<file path="src/rtl/prefix_adder_pipe_pkg.sv">
// Shared constants, flag bundle and index helper for the pipelined Sklansky adder.
// Imported by the interface, the prefix level and the top.
package prefix_adder_pipe_pkg;

  localparam int unsigned LEN_DATA              = 64;
  localparam int unsigned LOG2_LEN_DATA         = 6;
  localparam logic [7:0]  ADD_PIPE_MASK_DEFAULT = 8'b0000_1000;

  typedef struct packed {
    logic zero;
    logic ovf;
    logic cout;
  } flags_t;

  // Sklansky partner of bit i at level k: top bit of the lower half of its 2^(k+1) block.
  function automatic int right_index(input int i, input int k);
    return ((i >> (k + 1)) << (k + 1)) + (1 << k) - 1;
  endfunction

endpackage

</file>
<file path="src/rtl/prefix_adder_pipe_if.sv">
// Operand/result bundle of the adder. Both sides use valid/ready: a beat moves
// on a rising edge where valid and ready are both 1; valid and its payload stay put until then.
interface prefix_adder_pipe_if
  import prefix_adder_pipe_pkg::*;
#(
  parameter int WIDTH = LEN_DATA
);
  logic             in_valid;
  logic             in_ready;
  logic [WIDTH-1:0] a;
  logic [WIDTH-1:0] b;
  logic             cin;
  logic             sub;
  logic             out_valid;
  logic             out_ready;
  logic [WIDTH-1:0] sum;
  logic             cout;
  logic             ovf;
  logic             zero;

  modport master (
    output in_valid, a, b, cin, sub, out_ready,
    input  in_ready, out_valid, sum, cout, ovf, zero
  );

  modport slave (
    input  in_valid, a, b, cin, sub, out_ready,
    output in_ready, out_valid, sum, cout, ovf, zero
  );
endinterface

</file>
<file path="src/rtl/prefix_adder_pipe_gp_cell.sv">
// Generate/propagate combine: left is the more significant group.
module gp_cell (
  input  logic gl,
  input  logic pl,
  input  logic gr,
  input  logic pr,
  output logic g,
  output logic p
);
  assign g = gl | (pl & gr);
  assign p = pl & pr;
endmodule

</file>
<file path="src/rtl/prefix_adder_pipe_prefix_level.sv">
// One Sklansky prefix level built from gp_cell, with an optional register stage
// that carries the sum-propagate, carry-in and valid bit alongside.
module prefix_level
  import prefix_adder_pipe_pkg::*;
#(
  parameter int WIDTH = LEN_DATA,
  parameter int LEVEL = 0,
  parameter bit REG   = 1'b0
) (
  input  logic             clk,
  input  logic             rst,
  input  logic             en,
  input  logic [WIDTH-1:0] g_i,
  input  logic [WIDTH-1:0] p_i,
  input  logic [WIDTH-1:0] xp_i,
  input  logic             c_i,
  input  logic             v_i,
  output logic [WIDTH-1:0] g_o,
  output logic [WIDTH-1:0] p_o,
  output logic [WIDTH-1:0] xp_o,
  output logic             c_o,
  output logic             v_o
);
  logic [WIDTH-1:0] g_d;
  logic [WIDTH-1:0] p_d;

  for (genvar i = 0; i < WIDTH; i++) begin : g_bit
    if (((i >> LEVEL) & 1) == 1) begin : g_cell
      localparam int R = right_index(i, LEVEL);
      gp_cell u_cell (
        .gl (g_i[i]),
        .pl (p_i[i]),
        .gr (g_i[R]),
        .pr (p_i[R]),
        .g  (g_d[i]),
        .p  (p_d[i])
      );
    end else begin : g_pass
      assign g_d[i] = g_i[i];
      assign p_d[i] = p_i[i];
    end
  end

  if (REG) begin : g_reg
    logic [WIDTH-1:0] g_q;
    logic [WIDTH-1:0] p_q;
    logic [WIDTH-1:0] xp_q;
    logic             c_q;
    logic             v_q;

    always_ff @(posedge clk) begin
      if (rst) begin
        g_q  <= '0;
        p_q  <= '0;
        xp_q <= '0;
        c_q  <= 1'b0;
        v_q  <= 1'b0;
      end else if (en) begin
        g_q  <= g_d;
        p_q  <= p_d;
        xp_q <= xp_i;
        c_q  <= c_i;
        v_q  <= v_i;
      end
    end

    assign g_o  = g_q;
    assign p_o  = p_q;
    assign xp_o = xp_q;
    assign c_o  = c_q;
    assign v_o  = v_q;
  end else begin : g_comb
    logic unused_ctl;
    assign unused_ctl = clk ^ rst ^ en;
    assign g_o  = g_d;
    assign p_o  = p_d;
    assign xp_o = xp_i;
    assign c_o  = c_i;
    assign v_o  = v_i;
  end
endmodule

</file>
<file path="src/rtl/prefix_adder_pipe.sv">
// Pipelined Sklansky add/sub/compare datapath: operand register, LOG2W prefix
// levels with optional registers, and a registered sum/flag stage under one global enable.
module prefix_adder_pipe
  import prefix_adder_pipe_pkg::*;
#(
  parameter int         WIDTH     = LEN_DATA,
  parameter logic [7:0] PIPE_MASK = ADD_PIPE_MASK_DEFAULT
) (
  input  logic                clk,
  input  logic                rst,
  prefix_adder_pipe_if.slave  bus
);
  localparam int LOG2W = $clog2(WIDTH);

  logic en;

  logic [WIDTH-1:0] b_eff;
  logic [WIDTH-1:0] g0_d, g0_q;
  logic [WIDTH-1:0] p0_d, p0_q;
  logic             c0_d, c0_q;
  logic             v0_d, v0_q;

  logic [LOG2W:0][WIDTH-1:0] g_s;
  logic [LOG2W:0][WIDTH-1:0] p_s;
  logic [LOG2W:0][WIDTH-1:0] xp_s;
  logic [LOG2W:0]            c_s;
  logic [LOG2W:0]            v_s;

  logic [WIDTH-1:0] sum_d, sum_q;
  flags_t           flags_d, flags_q;
  logic             out_valid_d, out_valid_q;
  logic             unused_p;

  // Whole pipe moves as one; nothing advances while a result waits to be taken.
  assign en = bus.out_ready | ~out_valid_q;

  always_comb begin
    b_eff   = bus.sub ? ~bus.b : bus.b;
    c0_d    = bus.sub | bus.cin;
    p0_d    = bus.a ^ b_eff;
    g0_d    = bus.a & b_eff;
    g0_d[0] = g0_d[0] | (p0_d[0] & c0_d);
    v0_d    = bus.in_valid;
  end

  always_ff @(posedge clk) begin
    if (rst) begin
      g0_q <= '0;
      p0_q <= '0;
      c0_q <= 1'b0;
      v0_q <= 1'b0;
    end else if (en) begin
      g0_q <= g0_d;
      p0_q <= p0_d;
      c0_q <= c0_d;
      v0_q <= v0_d;
    end
  end

  // The unmodified operand propagate doubles as the sum-propagate vector.
  assign g_s[0]  = g0_q;
  assign p_s[0]  = p0_q;
  assign xp_s[0] = p0_q;
  assign c_s[0]  = c0_q;
  assign v_s[0]  = v0_q;

  for (genvar k = 0; k < LOG2W; k++) begin : g_level
    prefix_level #(
      .WIDTH (WIDTH),
      .LEVEL (k),
      .REG   (PIPE_MASK[k])
    ) u_level (
      .clk  (clk),
      .rst  (rst),
      .en   (en),
      .g_i  (g_s[k]),
      .p_i  (p_s[k]),
      .xp_i (xp_s[k]),
      .c_i  (c_s[k]),
      .v_i  (v_s[k]),
      .g_o  (g_s[k+1]),
      .p_o  (p_s[k+1]),
      .xp_o (xp_s[k+1]),
      .c_o  (c_s[k+1]),
      .v_o  (v_s[k+1])
    );
  end

  assign unused_p = ^p_s[LOG2W];

  always_comb begin
    sum_d        = xp_s[LOG2W] ^ {g_s[LOG2W][WIDTH-2:0], c_s[LOG2W]};
    flags_d.cout = g_s[LOG2W][WIDTH-1];
    flags_d.ovf  = g_s[LOG2W][WIDTH-1] ^ g_s[LOG2W][WIDTH-2];
    flags_d.zero = ~|sum_d;
    out_valid_d  = v_s[LOG2W];
  end

  always_ff @(posedge clk) begin
    if (rst) begin
      sum_q       <= '0;
      flags_q     <= '0;
      out_valid_q <= 1'b0;
    end else if (en) begin
      sum_q       <= sum_d;
      flags_q     <= flags_d;
      out_valid_q <= out_valid_d;
    end
  end

  assign bus.in_ready  = en;
  assign bus.out_valid = out_valid_q;
  assign bus.sum       = sum_q;
  assign bus.cout      = flags_q.cout;
  assign bus.ovf       = flags_q.ovf;
  assign bus.zero      = flags_q.zero;
endmodule

</file>
<file path="src/flat_wrapper.sv">
// flat-port wrapper written by rule: the top's interface ports become plain ports
module prefix_adder_pipe_flat import prefix_adder_pipe_pkg::*;
#(
  parameter int         WIDTH     = LEN_DATA,
  parameter logic [7:0] PIPE_MASK = ADD_PIPE_MASK_DEFAULT
)
  (clk, rst, bus_in_valid, bus_a, bus_b, bus_cin, bus_sub, bus_out_ready, bus_in_ready, bus_out_valid, bus_sum, bus_cout, bus_ovf, bus_zero);
  prefix_adder_pipe_if #(.WIDTH(WIDTH)) bus_i ();
  input  logic clk;
  input  logic rst;
  input wire logic [$bits(bus_i.in_valid)-1:0] bus_in_valid;
  input wire logic [$bits(bus_i.a)-1:0] bus_a;
  input wire logic [$bits(bus_i.b)-1:0] bus_b;
  input wire logic [$bits(bus_i.cin)-1:0] bus_cin;
  input wire logic [$bits(bus_i.sub)-1:0] bus_sub;
  input wire logic [$bits(bus_i.out_ready)-1:0] bus_out_ready;
  output wire logic [$bits(bus_i.in_ready)-1:0] bus_in_ready;
  output wire logic [$bits(bus_i.out_valid)-1:0] bus_out_valid;
  output wire logic [$bits(bus_i.sum)-1:0] bus_sum;
  output wire logic [$bits(bus_i.cout)-1:0] bus_cout;
  output wire logic [$bits(bus_i.ovf)-1:0] bus_ovf;
  output wire logic [$bits(bus_i.zero)-1:0] bus_zero;
  assign bus_i.in_valid = bus_in_valid;
  assign bus_i.a = bus_a;
  assign bus_i.b = bus_b;
  assign bus_i.cin = bus_cin;
  assign bus_i.sub = bus_sub;
  assign bus_i.out_ready = bus_out_ready;
  assign bus_in_ready = bus_i.in_ready;
  assign bus_out_valid = bus_i.out_valid;
  assign bus_sum = bus_i.sum;
  assign bus_cout = bus_i.cout;
  assign bus_ovf = bus_i.ovf;
  assign bus_zero = bus_i.zero;
  prefix_adder_pipe #(.WIDTH(WIDTH), .PIPE_MASK(PIPE_MASK)) u_core (.clk(clk), .rst(rst), .bus(bus_i));
endmodule
</file>
<file path="config.mk">
export PLATFORM = sky130hd
export DESIGN_NAME = prefix_adder_pipe_flat
export DESIGN_NICKNAME = d
export VERILOG_FILES = /design/src/rtl/prefix_adder_pipe_pkg.sv /design/src/rtl/prefix_adder_pipe_if.sv /design/src/rtl/prefix_adder_pipe_gp_cell.sv /design/src/rtl/prefix_adder_pipe_prefix_level.sv /design/src/rtl/prefix_adder_pipe.sv /design/src/flat_wrapper.sv
export SDC_FILE = /design/constraint.sdc
export NUM_CORES = 1
export LEC_CHECK = 0
export CORE_ASPECT_RATIO = 0.9
export CORE_UTILIZATION = 40
export DETAILED_ROUTE_END_ITERATION = 10
export PLACE_DENSITY = 0.63
export SLEW_MARGIN = 0
export SYNTH_ARGS = -nofsm -noshare
export SYNTH_HDL_FRONTEND = slang
export SYNTH_SLANG_ARGS = --single-unit
</file>
<file path="constraint.sdc">
create_clock -name clk -period 2.1 [get_ports clk]
set_input_delay 0.525 -clock clk [delete_from_list [all_inputs] [get_ports clk]]
set_output_delay 0.525 -clock clk [all_outputs]
set_load 0.01 [all_outputs]
</file>
==> results.toml, run 1 <==
[route]
wire_per_inst_um = 15.5
dr.pass1.iters = 5
vias = 14300
drt-total-wl_um = 43500
drc = 0
drtIter0Drc = 1036
routed_via_density = 5.09
ant_nets = 0

[power_and_ir_drop]
power_density_mw_per_mm2 = 844
vdd_ir_drop_max_mv = 0.548
leakage_nw = 8.46
fin_total_pwr_mw = 17.8

[synth]
synthesis.area_mm2 = 0.0160
yosysUniqueCellTypes = 55
yosys.area.top_type = "dfxtp_1"
synth_top_cell_area_share_pct = 46.8
netlist_top_cells_count = "nand2_1, dfxtp_1, a21oi_1"
ys_top_cells_by_area = "dfxtp_1, nand2_1, a21oi_1, ha_1, xor2_1"
async_flop_share_pct = 0
postSynthCellCount = 1991
ys_ff_latch = 373
dominantRegCellSynth = "dfxtp_1"
yosysMostFrequentCell = "nand2_1"
synth_nets = 2190
avgSynthCellArea_um2 = 8.02
synth_edf_count = 0
synth-seq-area-share_pct = 46.8
yosysWarnings = 0

[placement]
gp_congestion = 0.840
port_buffers = 202
dp_hpwl_um = 29800

[setup_path]
cp_data_required_time_ns = 2.57
r2r_start = "u_core.g_level[3].u_level.g_o[15]"
critPathArrivalTime_ns = 2.68
end_kind = "flop"
cp-startpoint = "u_core.g_level[3].u_level.g_o[15]"
worstPathMaxFanout = 8
worstSetupPathType = "reg2reg"
cp-start-kind = "flop"

[sta]
whs_ns = 0.448
finalCriticalPeriod_ns = 2.21
rsz0062_at_grt = "yes"
setup_violations = 2
finalCritPeriodShare_pct = 105
fin_tns_setup_ns = -0.140
maxSlewHeadroom_pct = 60.0
fmax_mhz = 452
finClkSkew_ns = 0.0185
setup_ws_ns = -0.111
slew_viol_final = 0
hold_violations = 0
worst_slew_pin_slew_ns = 0.596

[clock_network]
cts_root_buffer = "clkbuf_16"
clockBufferDepth = 3
cts_tree = "built"
clkTransAtPathRegs_ns = 0.06
cts.sinks = 373
htreeDepth = 2
cts_made_buffers = 41
clock_latency_ns = 0.54

[floorplanning]
core-area_mm2 = 0.0394
num_rows = 69
die_h_um = 192
start_util_pct = 40.5
dieArea_mm2 = 0.0407
ios = 203
die-width_um = 213

[cells_and_area]
antenna_cells = 0
syn_to_final_growth_pct = 31.9
fin_util_pct = 53.5
drive_above_1_share_pct = 11.8
fin_nets = 2453

[min_path]
hold_class = "reg2reg"
hold_start = "u_core.g0_q[49]"

[status]
status = "finished with violations"
violations = "negative setup slack"

[grt]
grt_first_pass_wirelength_um = 69700
grt_pass1_vias = 13600
antenna_found_initial = 1
globalRouteOverflowTotal = 0
grt.total_usage_pct = 21.1
grt_max_degree = 109

[run]
maxCapViolCount = 0
flip-flops by register name, summed over array words and instances, names as in the netlist:
register and flops:
u_core.v0_q 1, u_core.g_level.u_level.c_o 1, u_core.bus.cout 1, u_core.p0_q 64
u_core.g_level.u_level.g_o 64, u_core.bus.out_valid 1, u_core.bus.zero 1, u_core.g_level.u_level.p_o 49
u_core.g0_q 64, u_core.bus.ovf 1, u_core.c0_q 1, u_core.bus.sum 64
u_core.g_level.u_level.v_o 1, u_core.g_level.u_level.xp_o 60
critical path: stages (launching register included):
cell     delay [ns]
dfxtp_4        0.37
a21o_4         0.26
buf_8          0.17
a21oi_4        0.16
xor2_2         0.20
nand4_1        0.19
nor4_4         0.37
buf_4          0.16
nand4_1        0.11
o21ai_1        0.14
logic make-up (layout without fill, tap and decap cells):
logic type	Yosys count	after routing	synth area share, %
AND/OR/NAND/NOR	783	783	20.0
AO/OA/AOI/OAI	485	485	16.9
flip-flops	373	373	46.8
buffers and inverters	150	443	3.72
XOR/XNOR	127	127	6.97
adder cells (fa/ha/maj)	65	65	5.10
multiplexers	8	8	0.502
worst paths after layout:
path                            slack [ns]  cells after the start              end
worst max-delay path                 -0.11                      9  u_core.bus.zero
worst min-delay path                  0.45                      2  u_core.g0_q[49]
worst max register to register       -0.11                      9  u_core.bus.zero
worst min register to register        0.45                      2  u_core.g0_q[49]
metrics by stage:
step / cell area (um^2) / std cells / setup slack, ns
floorplan: 16000 / 1991 / 0.0133
global placement: 19200 / 2719 / -0.388
detailed placement: 19200 / 2719 / -0.409
CTS: 20900 / 2818 / -0.0677
global route: 21100 / 2816 / -0.207
finish: 21100 / 2816 / -0.111
area by class of cell:
type / instances / area [um^2]
Tap cell: 532 / 666
Sequential cell: 373 / 7470
Clock inverter: 7 / 70.1
Inverter: 13 / 56.3
Multi-Input combinational cell: 1468 / 8160
Clock buffer: 66 / 1280
Fill cell: 3694 / 18300
Timing Repair Buffer: 357 / 3350
layer usage:
| metal | track usage (%) | part of all wire, % | wire length [um] |
|---|---|---|---|
| met1 | 30.3 | 48 | 21100 |
| met2 | 32.6 | 44 | 19400 |
| met3 | 3.94 | 5.3 | 2320 |
| met4 | 5.06 | 1.7 | 747 |
| met5 | 0 | 0 | 0 |
placed cells by master, fill, tap and decap left out, drive strengths merged, types with 7 or more instances in the layout:
master / instances
a22oi: 8
ha: 65
clkdlybuf4s50: 199
clkbuf: 67
nor4: 7
a211oi: 27
xnor2: 48
nand2: 510
o21ai: 33
xor2: 79
mux2i: 8
dfxtp: 373
nand3: 21
inv: 14
a21o: 21
buf: 157
nor3: 39
nand4: 17
nor2: 155
a21oi: 361
what timing repair did:
action | 4_1_cts | 5_1_grt
gates cloned | 0 | 0
resized for setup | 34 | 32
hold buffers | 0 | 0
endpoints found under the setup margin | 12 | 18
buffers inserted | 26 | 3
pin swaps | 14 | 12
where the power goes:
part	switching (mW)	internal, mW
logic	1.32	1.37
registers	0.400	7.55
clock network	2.84	4.29
total	4.56	13.2
Power figures use the tool's default switching activity.
==> run 2, diff against run 1 <==
--- a/config.mk
+++ b/config.mk
@@ -5,11 +5,13 @@
 export SDC_FILE = /design/constraint.sdc
 export NUM_CORES = 1
 export LEC_CHECK = 0
+export ABC_AREA = 0
 export CORE_ASPECT_RATIO = 0.9
 export CORE_UTILIZATION = 40
 export DETAILED_ROUTE_END_ITERATION = 10
-export PLACE_DENSITY = 0.63
+export PLACE_DENSITY = 0.61
 export SLEW_MARGIN = 0
 export SYNTH_ARGS = -nofsm -noshare
 export SYNTH_HDL_FRONTEND = slang
+export SYNTH_HIERARCHICAL = 1
 export SYNTH_SLANG_ARGS = --single-unit
==> run 2 against run 1 <==
Against the previous run: critical path type unchanged; clock power rose by 5.2%; via count fell by 4.3%; largest cell class unchanged; flip-flop and latch count grew 3; critical path depth fell by 1; die area grew 40%; the run still ends with negative setup slack left; largest power group unchanged; critical endpoint is now u_core/bus.zero.
==> results.toml, run 2 <==
[status]
status = "finished with violations"
violations = "negative setup slack"

[route]
drc = 0
routed_via_density = 4.67
drtIter0Drc = 643
vias = 13700
dr.pass1.iters = 5
ant_nets = 0
wire_per_inst_um = 15.1
drt-total-wl_um = 44200

[synth]
postSynthCellCount = 2510
yosysWarnings = 6
synthesis.area_mm2 = 0.0225
synth_nets = 2708
avgSynthCellArea_um2 = 8.96

[sta]
rsz0062_at_grt = "yes"
fmax_mhz = 461
slew_viol_final = 0
finClkSkew_ns = 0.0213
maxSlewHeadroom_pct = 60.8
whs_ns = 0.187
finalCritPeriodShare_pct = 103
worst_slew_pin_slew_ns = 0.588
setup_ws_ns = -0.0672
setup_violations = 1
finalCriticalPeriod_ns = 2.17
hold_violations = 0

[floorplanning]
core-area_mm2 = 0.0556
ios = 203
die_h_um = 227
num_rows = 82
dieArea_mm2 = 0.0572
die-width_um = 252
start_util_pct = 40.4

[placement]
port_buffers = 202
pre_cts_ws_ns = -0.442
gp_congestion = 0.786
dp_hpwl_um = 31400

[grt]
grt.total_usage_pct = 15.3
grt_max_degree = 109
globalRouteOverflowTotal = 0
antenna_found_initial = 2
grt_pass1_vias = 13500
grt_first_pass_wirelength_um = 70400

[cells_and_area]
fin_nets = 2341
layout_commonest_cell = "dfxtp_1"
drive_above_1_share_pct = 17.9
final_cell_mix = "dfxtp_1, nand2_1, nor2_1"
syn_to_final_growth_pct = 1.24

[min_path]
hold_start = "rst"
min_path_cells = 2
min_to = "u_core/g_level[3].u_level/xp_o[5]"
hold_class = "in2reg"

[setup_path]
crit_path_top_delay_cell = "dfxtp_4"
critPathArrivalTime_ns = 2.69
worstPathMaxFanout = 6
path_delay_family = "simple AND/OR/NAND/NOR gates"
r2r_end = "u_core/bus.zero"
r2r_slack_ns = -0.07
end_kind = "flop"
cp_data_required_time_ns = 2.62
max_stage_delay_ns = 0.38
crit_chain = "a21o_2 -> a21o_1 -> xnor2_1 -> nand4_1 -> nor4_1 -> buf_4 -> and4_1 -> a32o_1"
r2r_start = "u_core/g_level[3].u_level/g_o[15]"
cp-startpoint = "u_core/g_level[3].u_level/g_o[15]"
path_buf_inv = 1
cp-start-kind = "flop"
worstSetupPathType = "reg2reg"
worst_r2r_path_depth = 8

[power_and_ir_drop]
power_density_mw_per_mm2 = 799
vdd_ir_drop_max_mv = 0.482
leakage_nw = 11.7

[clock_network]
clock_latency_ns = 0.58
cts_root_buffer = "clkbuf_16"
clkTransAtPathRegs_ns = 0.06
postCtsHoldBufs = 0
clockBufferDepth = 3
cts.sinks = 376
cts_made_buffers = 43
cts_tree = "built"
htreeDepth = 2

[run]
maxCapViolCount = 0
-- run 2: layer usage --
layer	wire, um	vias to the layer above	share of wire, %	global-route usage [%]
li1	-	6929	-	-
met1	21200	6528	48	20.3
met2	20200	197	46	25.0
met3	2180	51	4.9	3.63
met4	660	2	1.5	3.56
met5	11	-	0.025	0
-- run 2: per-stage QoR --
step	std cells	utilization (%)	cell area (um^2)	setup TNS, ns	total power, mW
finish	2934	40.9	22800	-0.0672	18.2
global route	2933	40.9	22800	-0.151	19.1
CTS	2933	40.9	22700	-0.0516	18.5
detailed placement	2850	38.0	21100	-30.85	10.8
global placement	2850	38.0	21100	-29.78	10.8
floorplan	2510	-	22500	0	10.8
-- run 2: area by class of cell --
cell class	instances	area, um^2
diodes	1	2.50
multi-input cells	1422	9810
clock inverters	21	215
clock buffers	58	1200
flip-flops and latches	376	7540
repair buffers	298	3030
inverters	2	15.0
fillers	5514	32800
well taps	756	946
-- run 2: report_power, final --
part	leakage (nW)	total, mW	internal (mW)	switching (mW)
clock	0.692	7.50	4.42	3.08
sequential	3.09	8.00	7.61	0.391
combinational	7.94	2.68	1.41	1.27
total	11.7	18.2	13.4	4.75
-- run 2: worst max path at each step --
stage                      end  slack (ns)  cells past startpoint
2_1_floorplan  u_core/bus.zero        0.03                      7
3_3_place_gp   u_core/bus.zero       -0.46                      8
3_5_place_dp   u_core/bus.zero       -0.44                      8
4_1_cts        u_core/bus.zero       -0.05                      8
5_1_grt        u_core/bus.zero       -0.15                      8
6_report       u_core/bus.zero       -0.07                      8
-- run 2: worst reg2reg max path, stage by stage, from the launching register on --
cell	delay, ns
dfxtp_4	0.38
a21o_2	0.29
a21o_1	0.20
xnor2_1	0.25
nand4_1	0.19
nor4_1	0.35
buf_4	0.18
and4_1	0.17
a32o_1	0.11
-- run 2: timing repair --
item                       CTS  global route
setup endpoints to repair   13            12
gates cloned                 1             0
gates resized for setup     39            13
pin swaps                   13             0
setup buffers                3             0
